==> src/rtl/shared_pkg.sv <==
// ============================================================================
// Module      : shared_pkg
// Description : Default FIFO geometry and the data word type.
// Revision    : 1.0 - initial release
// ============================================================================
`default_nettype none

package shared_pkg;

    localparam int FIFO_WIDTH = 16;
    localparam int FIFO_DEPTH = 8;
    localparam int PTR_W      = $clog2(FIFO_DEPTH);

    typedef logic [FIFO_WIDTH-1:0] fifo_data_t;

endpackage : shared_pkg

`default_nettype wire

==> src/rtl/fifo_sync.sv <==
// ============================================================================
// Module      : fifo_sync
// Description : Single-clock FIFO with registered handshake flags and
//               count-derived status flags. Define FIFO_SVA_EN to compile
//               the embedded assertions and cover properties.
// Revision    : 1.0 - initial release
// ============================================================================
`default_nettype none

module fifo_sync #(
    parameter int FIFO_WIDTH = shared_pkg::FIFO_WIDTH,
    parameter int FIFO_DEPTH = shared_pkg::FIFO_DEPTH
) (
    input  logic                  clk,
    input  logic                  rst,
    input  logic [FIFO_WIDTH-1:0] data_in,
    input  logic                  wr_en,
    input  logic                  rd_en,
    output logic [FIFO_WIDTH-1:0] data_out,
    output logic                  wr_ack,
    output logic                  overflow,
    output logic                  underflow,
    output logic                  full,
    output logic                  almostfull,
    output logic                  empty,
    output logic                  almostempty
);

    localparam int                PTR_W        = $clog2(FIFO_DEPTH);
    localparam logic [PTR_W:0]    C_CNT_FULL   = (PTR_W+1)'(FIFO_DEPTH);
    localparam logic [PTR_W:0]    C_CNT_AFULL  = (PTR_W+1)'(FIFO_DEPTH - 1);
    localparam logic [PTR_W:0]    C_CNT_ONE    = (PTR_W+1)'(1);
    localparam logic [PTR_W-1:0]  C_PTR_ONE    = PTR_W'(1);

    logic [FIFO_WIDTH-1:0] r_mem [FIFO_DEPTH];
    logic [PTR_W-1:0]      r_wr_ptr;
    logic [PTR_W-1:0]      r_rd_ptr;
    logic [PTR_W:0]        r_count;
    logic [FIFO_WIDTH-1:0] r_data_out;
    logic                  r_wr_ack;
    logic                  r_overflow;
    logic                  r_underflow;

    logic                  w_full;
    logic                  w_empty;
    logic                  w_wr_acc;
    logic                  w_rd_acc;

    assign w_full   = (r_count == C_CNT_FULL);
    assign w_empty  = (r_count == '0);
    // Acceptance is judged on the pre-edge count, so a write into an empty
    // FIFO is never forwarded to a same-cycle read.
    assign w_wr_acc = wr_en && !w_full;
    assign w_rd_acc = rd_en && !w_empty;

    // Storage is deliberately left out of reset.
    always_ff @(posedge clk) begin
        if (w_wr_acc) begin
            r_mem[r_wr_ptr] <= data_in;
        end
    end

    always_ff @(posedge clk or posedge rst) begin
        if (rst) begin
            r_wr_ptr    <= '0;
            r_rd_ptr    <= '0;
            r_count     <= '0;
            r_data_out  <= '0;
            r_wr_ack    <= 1'b0;
            r_overflow  <= 1'b0;
            r_underflow <= 1'b0;
        end else begin
            r_wr_ack    <= w_wr_acc;
            r_overflow  <= wr_en && w_full;
            r_underflow <= rd_en && w_empty;

            if (w_wr_acc) begin
                r_wr_ptr <= r_wr_ptr + C_PTR_ONE;
            end

            if (w_rd_acc) begin
                r_data_out <= r_mem[r_rd_ptr];
                r_rd_ptr   <= r_rd_ptr + C_PTR_ONE;
            end

            case ({w_wr_acc, w_rd_acc})
                2'b10:   r_count <= r_count + C_CNT_ONE;
                2'b01:   r_count <= r_count - C_CNT_ONE;
                default: r_count <= r_count;
            endcase
        end
    end

    assign data_out    = r_data_out;
    assign wr_ack      = r_wr_ack;
    assign overflow    = r_overflow;
    assign underflow   = r_underflow;
    assign full        = w_full;
    assign empty       = w_empty;
    assign almostfull  = (r_count == C_CNT_AFULL);
    assign almostempty = (r_count == C_CNT_ONE);

`ifdef FIFO_SVA_EN
    a_count_bound: assert property (@(posedge clk) disable iff (rst)
        r_count <= C_CNT_FULL);

    a_full_empty_excl: assert property (@(posedge clk) disable iff (rst)
        !(w_full && w_empty));

    a_overflow_src: assert property (@(posedge clk) disable iff (rst)
        r_overflow |-> $past(w_full));

    a_underflow_src: assert property (@(posedge clk) disable iff (rst)
        r_underflow |-> $past(w_empty));

    a_ack_ovf_excl: assert property (@(posedge clk) disable iff (rst)
        !(r_wr_ack && r_overflow));

    a_wr_ptr_inc: assert property (@(posedge clk) disable iff (rst)
        w_wr_acc |=> (r_wr_ptr == $past(r_wr_ptr) + C_PTR_ONE));

    always_comb begin
        if (rst) begin
            a_rst_empty: assert (w_empty);
        end
    end

    c_full: cover property (@(posedge clk) disable iff (rst) w_full);

    c_wr_wrap: cover property (@(posedge clk) disable iff (rst)
        w_wr_acc && (r_wr_ptr == PTR_W'(FIFO_DEPTH - 1)));

    c_rd_wrap: cover property (@(posedge clk) disable iff (rst)
        w_rd_acc && (r_rd_ptr == PTR_W'(FIFO_DEPTH - 1)));

    c_rw_afull: cover property (@(posedge clk) disable iff (rst)
        wr_en && rd_en && (r_count == C_CNT_AFULL));
`endif

endmodule : fifo_sync

`default_nettype wire

==> config.mk <==
export PLATFORM = sky130hd
export DESIGN_NAME = fifo_sync
export DESIGN_NICKNAME = d
export VERILOG_FILES = /design/src/rtl/shared_pkg.sv /design/src/rtl/fifo_sync.sv
export SDC_FILE = /design/constraint.sdc
export NUM_CORES = 1
export LEC_CHECK = 0
export BUFFER_PORTS_ARGS = -buffer_cell sky130_fd_sc_hd__buf_4
export CORE_ASPECT_RATIO = 0.5
export CORE_MARGIN = 2
export CORE_UTILIZATION = 60
export CTS_CLUSTER_DIAMETER = 40
export DETAILED_ROUTE_END_ITERATION = 7
export PLACE_DENSITY = 0.79
export SETUP_SLACK_MARGIN = 0.5
export SLEW_MARGIN = 20
export SYNTH_ARGS = -nofsm -noshare
export SYNTH_HDL_FRONTEND = slang
export SYNTH_SLANG_ARGS = --single-unit
export TNS_END_PERCENT = 100
==> constraint.sdc <==
create_clock -name clk -period 2.75 [get_ports clk]
set_input_delay 0.55 -clock clk [delete_from_list [all_inputs] [get_ports clk]]
set_output_delay 0.55 -clock clk [all_outputs]
set_load 0.05 [all_outputs]
-- Word level (Yosys, flattened, before mapping)
Memories as Yosys holds them, arrays and structs flattened. A register that Yosys moved wholly into a read port is not among the register bits.
Cells that the tools add are included.
- output and inout bits: 23
- RAM bits: 128
- bits in registers: 13
- word-level logic and storage cells: 27
- memories kept: 1
- add/subtract/negate cells: 4
- reduce and logical (&&, ||, !) cells: 8
- mux-type cells: 3
- eq/ne operators: 5
- memories (memory ; depth ; bits a word ; rd ports ; clocked after memory_dff ; wr ports ; line ; text):
    r_mem ; 8 ; 16 ; 1 ; 1 ; 1 ; fifo_sync.sv:35 ; logic [FIFO_WIDTH-1:0] r_mem [FIFO_DEPTH];
- operators with widths (operator ; number):
    case mux 4 bit (2 select lines) ; 1
    adder 3 x 1 -> 3 bit (second input constant) ; 2
    adder 4 x 1 -> 4 bit (second input constant) ; 1
    == test 4 x 1 -> 1 bit (second input constant) ; 1
    == test 4 x 3 -> 1 bit (second input constant) ; 1
    == test 4 bit (second input constant) ; 1
    logical AND 1 bit ; 4
    logical NOT 4 bit ; 1
    subtractor 4 x 1 -> 4 bit (second input constant) ; 1
    == test 2 x 1 -> 1 bit (second input constant) ; 1
    == test 2 bit (second input constant) ; 1
    logical NOT 1 bit ; 2
    two-way mux 1 bit ; 2
    nonzero test 2 bit ; 1

-- Depth between registers and ports, before layout
Gate-level depths: netlist (run 1).
- depth in word-level cells: 5
- depth in mapped cells: 11
- mapped depth without buffers: 9

-- Least setup slack after synthesis (run 1)
OpenSTA, ideal clock, no wires.
- kind: reg-to-reg
- from: register r_count[0]
- to: memory r_mem[1][0], enable pin
- cell stages (with the launch flop): 6
- arrival time: 2.115 ns
- data required time: 2.341 ns
- path slack: 0.226 ns
- path through: dfrtp_1 > inv_1 > ha_1 > nand3b_1 > nand3_1 > nor3_1
- cells in the longest elaborated chain, start to end: 5
- RTL lines (element ; line ; text):
    from (decl) ; fifo_sync.sv:38 ; logic [PTR_W:0] r_count;
    from (signal assigned) ; fifo_sync.sv:87 ; 2'b10: r_count <= r_count + C_CNT_ONE;
    from (signal assigned) ; fifo_sync.sv:88 ; 2'b01: r_count <= r_count - C_CNT_ONE;
    from (signal assigned) ; fifo_sync.sv:89 ; default: r_count <= r_count;
    == test 4 bit ; fifo_sync.sv:49 ; assign w_full = (r_count == C_CNT_FULL);
    logical NOT 1 bit ; fifo_sync.sv:53 ; assign w_wr_acc = wr_en && !w_full;
    logical AND 1 bit ; fifo_sync.sv:53 ;
    two-way mux 1 bit ; fifo_sync.sv:58 ; if (w_wr_acc) begin
    two-way mux 1 bit (implied by the code) ; fifo_sync.sv:59 ; r_mem[r_wr_ptr] <= data_in;
    to (decl) ; fifo_sync.sv:35 ;
No other way between the ends.

-- Worst setup path after layout (run 1)
- from: register r_count[0]
- to: output empty
- cells in the longest elaborated chain, start to end: 1
- RTL lines (element ; line ; text):
    logical NOT 4 bit ; fifo_sync.sv:50 ; assign w_empty = (r_count == '0);
    to (decl) ; fifo_sync.sv:25 ; output logic empty,
No other way between the ends.

==> results of run 1 <==
## placed cells by master (no fill, tap or decap), types with 5 or more instances in the layout
cell and n:
bufinv_16 6, o21ai_0 17, dfrtp_1 27, buf_4 61
nor2_1 8, clkbuf_16 17, o31ai_2 16, mux2_2 23
mux2i_1 33, o22ai_1 16, edfxtp_1 128, ha_1 5
inv_1 5, a22o_1 16, mux2_1 11, xnor2_1 6
## worst max-delay path, cell delays in order, from the launching register on
cell and delay, ns:
dfrtp_2 0.45, inv_1 0.08, ha_1 0.19, nor3b_4 0.22, buf_6 0.14, buf_6 0.15
## registers in the layout (all words and copies together), names as in the netlist
| register | cells |
|---|---|
| data_out | 16 |
| overflow | 1 |
| r_rd_ptr | 3 |
| underflow | 1 |
| wr_ack | 1 |
| r_count | 4 |
| r_wr_ptr | 3 |
| r_mem | 128 |
## synthesized netlist by cell type (6+ instances only)
master / instances
o22ai_1: 16
buf_6: 6
ha_1: 6
o21ai_0: 17
nor2_1: 8
o31ai_2: 16
inv_1: 6
dfrtp_1: 29
mux2i_1: 33
buf_2: 7
mux2_1: 11
edfxtp_1: 128
a22o_1: 16
xnor2_1: 6
mux2_2: 23
## cells by family after synthesis
logic type      Yosys count  share of synthesized area
flops                   157                      0.726
fa+ha+maj                 6                     0.0119
simple gates             31                     0.0278
buf+inv                  25                     0.0247
compound gates           66                     0.0849
mux                      67                      0.113
xor+xnor                  8                     0.0111
## per-stage QoR
step	util	hold slack (ns)	worst slack (ns)	power, mW
floorplan	-	0.485	0.513	5.49
CTS	0.736	0.108	0.510	8.93
detailed placement	0.668	0.521	0.542	6.28
global route	0.740	0.119	0.479	9.29
finish	0.740	0.111	0.555	8.96
global placement	0.668	0.510	0.711	6.17
## repair_timing
action / 4_1_cts / 5_1_grt
setup buffers: 1 / 5
hold buffers: 0 / 0
endpoints found under the setup margin: 1 / 3
cloned: 0 / 0
gates resized for setup: 3 / 2
## routing by layer
layer	vias up	share of wire
met3	13	0.086
met2	163	0.48
li1	1539	-
met1	1780	0.42
met4	0	0.010
met5	-	0
## final timing paths
kind,slack (ns),cells past startpoint,startpoint,endpoint
setup / recovery,0.55,5,r_count[0],empty
hold / removal,0.11,2,rst,overflow
setup reg to reg,0.60,9,r_count[0],r_count[3]
hold reg to reg,0.53,2,data_out[0],data_out[0]
max in group asynchronous,1.95,3,rst,r_rd_ptr[0]
min in group clk,0.36,1,data_in[2],r_mem[0][2]
## power by group through the flow
stage	combinational (mW)	clock, mW	sequential, mW
final	3.00	2.61	3.35
after global routing	3.18	2.73	3.38
after CTS	2.95	2.63	3.35
after detailed placement	2.90	0	3.38
after global placement	2.83	0	3.34
after floorplan	1.73	0	3.76
## final cells by class
cell class | count | share of cell area
Inverter | 7 | 0.00348
Sequential cell | 157 | 0.605
Timing Repair Buffer | 64 | 0.0662
Tap cell | 140 | 0.0232
Clock buffer | 18 | 0.0568
Clock inverter | 14 | 0.0320
Multi-Input combinational cell | 178 | 0.213
==> results.md, run 1 <==
* GRT busiest layer: met2
* Power Density at 1190 nW/um^2
* Root Driver: clkbuf_16
* Yosys warnings at 0
* Via density at 6.05
* M3 GR Usage at 0.0814
* CORE AREA at about 10000 sq um
* Post-synthesis instance total at 360
* Sum Neg Setup Slack at 0 ns
* IO Count at 43
* Port bufs at 42
* Sw Pwr at approximately 3.0 mW
* Worst skew pair latency at 0.42 ns
* Total CTS buffers at 17
* Antenna viol nets, final at 0
* Final period utilization at 0.798
* Slew @ Worst Pin at 0.878 ns
* Status: completed
* Leakage at 2.82 nW
* Register area at 4570 sq um
* Clock skew at 0.00874 ns
* FFs w/ async S/R, synth at 0.185
* Clock sink count at 157
* GP Congestion at 0.794
* WP data required at 2.20 ns
* Largest net degree at the start of global routing at 43
* Ys flop type: edfxtp_1
* Final global-route overflow total at 0
* Antenna cells at 0
* Initial antenna violation count at 0
* Die Span X at 149 um
* Sw frac at 0.334
* Clock period minus worst slack at approximately 2.2 ns
* Internal power at a little under 6 mW
* Post-synth cell types at 31
* Die H at 76.4 um
* DRT iter0 DRCs at 275
* Final non-filler cell total at 578
* GRT Overall Usage at 0.241
* Clk slew on worst S/H paths at 0.06 ns
* Drt total wl at 12.9 mm
* Ratio of cells with drive above 1 in the final layout at 0.336
* Vias at 3495
* Initial Util at 0.616
* Syn Area/Cell at 17.5 sq um
* First-pass GRT wire length at 19.6 mm
* Fillers at 614
* Maximum VDD drop at approximately 630 uV
* EDFF count, synth at approximately 130
* Mapped Area at 6290 sq um
* Combinational share of power at 0.335
* Max Slew Vio Count at 0
* Final-report hold violation count at 0
* Crit path kind: register to output pin
* Wire per inst at approximately 22 um
* Layout Area Growth over Synthesis at 20.1%
* Yosys reg bits at around 160
* Placed cells at 540
* TritonCTS clock tree: done
* Top-area cell type share of the netlist area at 0.611
* Critical Path Source Type: register
* RSZ-0062 raised after global routing: yes
* Sequential share of power at 0.373
* Cells taking the most area after synthesis: edfxtp_1 61%, dfrtp_1 12%, mux2i_1 5.2%
* Post-synthesis sequential area ratio at 0.726
* Final nets at 451
* MaxCap Viol Count at 0
* Clock power frac at 0.291
* FP Rows at 26
* Min-delay worst type: primary input to asynchronous set/reset pin
* M2 GR Usage at 0.375
* Final setup violating endpoints at 0
* Area of the multi-input gates at 1610 sq um
* Die area at approximately 11000 sq um
* Vias in the first global route at 3581
* M1 GR Usage at 0.321
* FMAX at 0.455 GHz
* H-tree Lvls at 4
* CP arrival at ~1.7 ns
* Syn Nets at 386
* Setup crit end kind: output pin
* Drt first pass iters at 5
* Final instance area at between 7000 and 8000 sq um
* CTS Buffer Depth at 2
* Placement Cell Area at 6820 sq um
* Maximum fanout along the worst path at 6
* Area leader, netlist: edfxtp_1
* Dpl hpwl at around 7.1 mm
* Slew HR at 0.412
* Drt drc at 0
Power figures use the tool's default switching activity.
==> run 2, diff against run 1 <==
Settings changed: CORE_UTILIZATION 60 to 54, PLACE_DENSITY 0.79 to 0.75.
Clock period 2.75 ns to 1.9 ns, I/O delays scaled along.
==> run 2 against run 1 <==
Critical endpoint is now r_mem[4][14]. Largest cell class unchanged. Sequential share of layout area is 7.0 points lower. Hold slack got worse by 0.068 ns. Clock power increased by 28%. Count of clock-buffer cells in the layout is 2 higher. Largest power group is now combinational cells. The flow now finishes with violations (negative setup slack). Final area up 13%. Combinational power rose by 100%.
==> results.md, run 2 (same netlist as run 1, synthesis figures left out) <==
* Status: finished with violations
* Failing checks: negative setup slack
* Largest Register: r_mem
* Slew HR at 0.653
* Antenna viol nets, final at 0
* FMAX at 0.494 GHz
* Layout Area Growth over Synthesis at 35.9%
* Clock period minus worst slack at about 2.0 ns
* Worst hold slack at 0.0429 ns
* Fillers at roughly 570
* Die H at 80.3 um
* IO Count at 43
* Dpl hpwl at slightly below 8 mm
* Total CTS buffers at 17
* MaxCap Viol Count at 0
* Wire per inst at between 20 and 30 um
* Die area at approximately 13000 sq um
* Most common cell after layout, fill and taps aside: edfxtp_1
* Total power at 14.4 mW
* CTS Buffer Depth at 2
* Clk slew on worst S/H paths at 0.07 ns
* Port bufs at between 40 and 50
* Max Slew Vio Count at 0
* CORE AREA at 11200 sq um
* Setup crit end kind: register
* Final period utilization at 1.06
* H-tree Lvls at 4
* Largest net degree at the start of global routing at 38
* Final nets at between 400 and 500
* Worst skew pair latency at 0.43 ns
* Most frequent cells in the layout: 128 x edfxtp_1, 38 x buf_4, 38 x buf_6
* Maximum fanout along the worst path at 5
* Number of flip-flops in the largest register at 128
* GRT Overall Usage at 0.257
* CP arrival at 2.17 ns
* Drt first pass iters at 8
* Vias in the first global route at 4009
* Antenna cells at 0
* Placed cells at 572
* Drt drc at 0
* Initial antenna violation count at 0
* DRT iter0 DRCs at 353
* Min-delay worst type: primary input to asynchronous set/reset pin
* Leakage at around 3.2 nW
* Drt total wl at 16.1 mm
* Finished Core Util at 0.765
* FP Rows at 27
* Clock skew at 0.0103 ns
* Via density at 6.02
* Initial Util at 0.563
* Clock sink count at 157
* Root Driver: clkbuf_16
* Sum Neg Setup Slack at -4.20 ns
* Final global-route overflow total at 0
* Power Density at 1680 nW/um^2
* Final non-filler cell total at 638
* WP data required at 2.05 ns
* GP Congestion at ~0.77
* First-pass GRT wire length at ~22 mm
* Maximum VDD drop at 779 uV
* Final-report hold violation count at 0
* Final setup violating endpoints at 63
* Die Span X at 157 um
* RSZ-0062 raised after global routing: yes
* Critical Path Source Type: register
* Slew @ Worst Pin at 0.520 ns
* TritonCTS clock tree: done
* Ratio of cells with drive above 1 in the final layout at 0.434
* Final Worst Setup Slack at -0.122 ns
* Vias at 3839
* Crit path kind: register to register
==> run 2: cell count changes in the layout (fill, tap and decap cells not counted), sizes merged <==
cell,delta
bufinv,-4
clkbuf,+3
inv,+3
clkinv,-2
buf,+40
clkinvlp,+1
==> run 2: layer usage <==
| layer | part of all wire | wire [um] | track usage |
|---|---|---|---|
| met1 | 0.41 | 6640 | 0.312 |
| met2 | 0.48 | 7680 | 0.424 |
| met3 | 0.080 | 1280 | 0.0766 |
| met4 | 0.029 | 459 | 0.129 |
| met5 | 0 | 0 | 0 |
==> run 2: area by class of cell <==
| type | count | area (sq um) | share of cell area |
|---|---|---|---|
| Clock inverter | 12 | 138 | 0.0161 |
| Sequential cell | 157 | 4570 | 0.535 |
| Tap cell | 159 | 199 | 0.0233 |
| Timing Repair Buffer | 105 | 1310 | 0.153 |
| Multi-Input combinational cell | 178 | 1860 | 0.218 |
| Clock buffer | 20 | 437 | 0.0511 |
| Inverter | 7 | 31.3 | 0.00366 |
==> run 2: worst paths after layout <==
| path | start | endpoint | slack (ns) | depth (start not counted) |
|---|---|---|---|---|
| max reg2reg | r_count[0] | r_mem[4][14] | -0.12 | 10 |
| max | r_count[0] | r_mem[4][14] | -0.12 | 10 |
| max in group asynchronous | rst | r_rd_ptr[0] | 1.50 | 3 |
| min in group clk | data_in[9] | r_mem[7][9] | 0.18 | 1 |
| min reg2reg | data_out[10] | data_out[10] | 0.56 | 2 |
| min | rst | r_count[0] | 0.04 | 3 |
==> run 2: critical path, cell delays in order (launching register included) <==
cell,delay (ns)
dfrtp_1,0.40
inv_2,0.06
ha_4,0.17
nand3b_1,0.14
buf_6,0.14
nand3b_1,0.11
buf_6,0.15
buf_6,0.13
nor2_4,0.19
buf_6,0.14
buf_16,0.12
==> run 2: power breakdown <==
group          internal (mW)  total (mW)  leakage, nW  switching (mW)
sequential              4.46        4.93         1.51           0.470
combinational           2.82        6.12         1.39            3.30
clock                   1.95        3.34        0.276            1.39
total                   9.23        14.4         3.18            5.16
==> run 2: repair_timing <==
action,4_1_cts,5_1_grt
endpoints found under the setup margin,157,172
hold buffers,0,0
cloned,6,1
pin swaps,12,12
buffers inserted,13,14
resized for setup,69,47
==> run 2: metrics by stage <==
step	setup WS [ns]	cell area (sq um)
4_1_cts	-0.0821	8210
5_1_grt	-0.185	8550
2_1_floorplan	-0.285	6370
3_3_place_gp	-0.0326	7070
6_report	-0.122	8550
3_5_place_dp	-0.101	7070
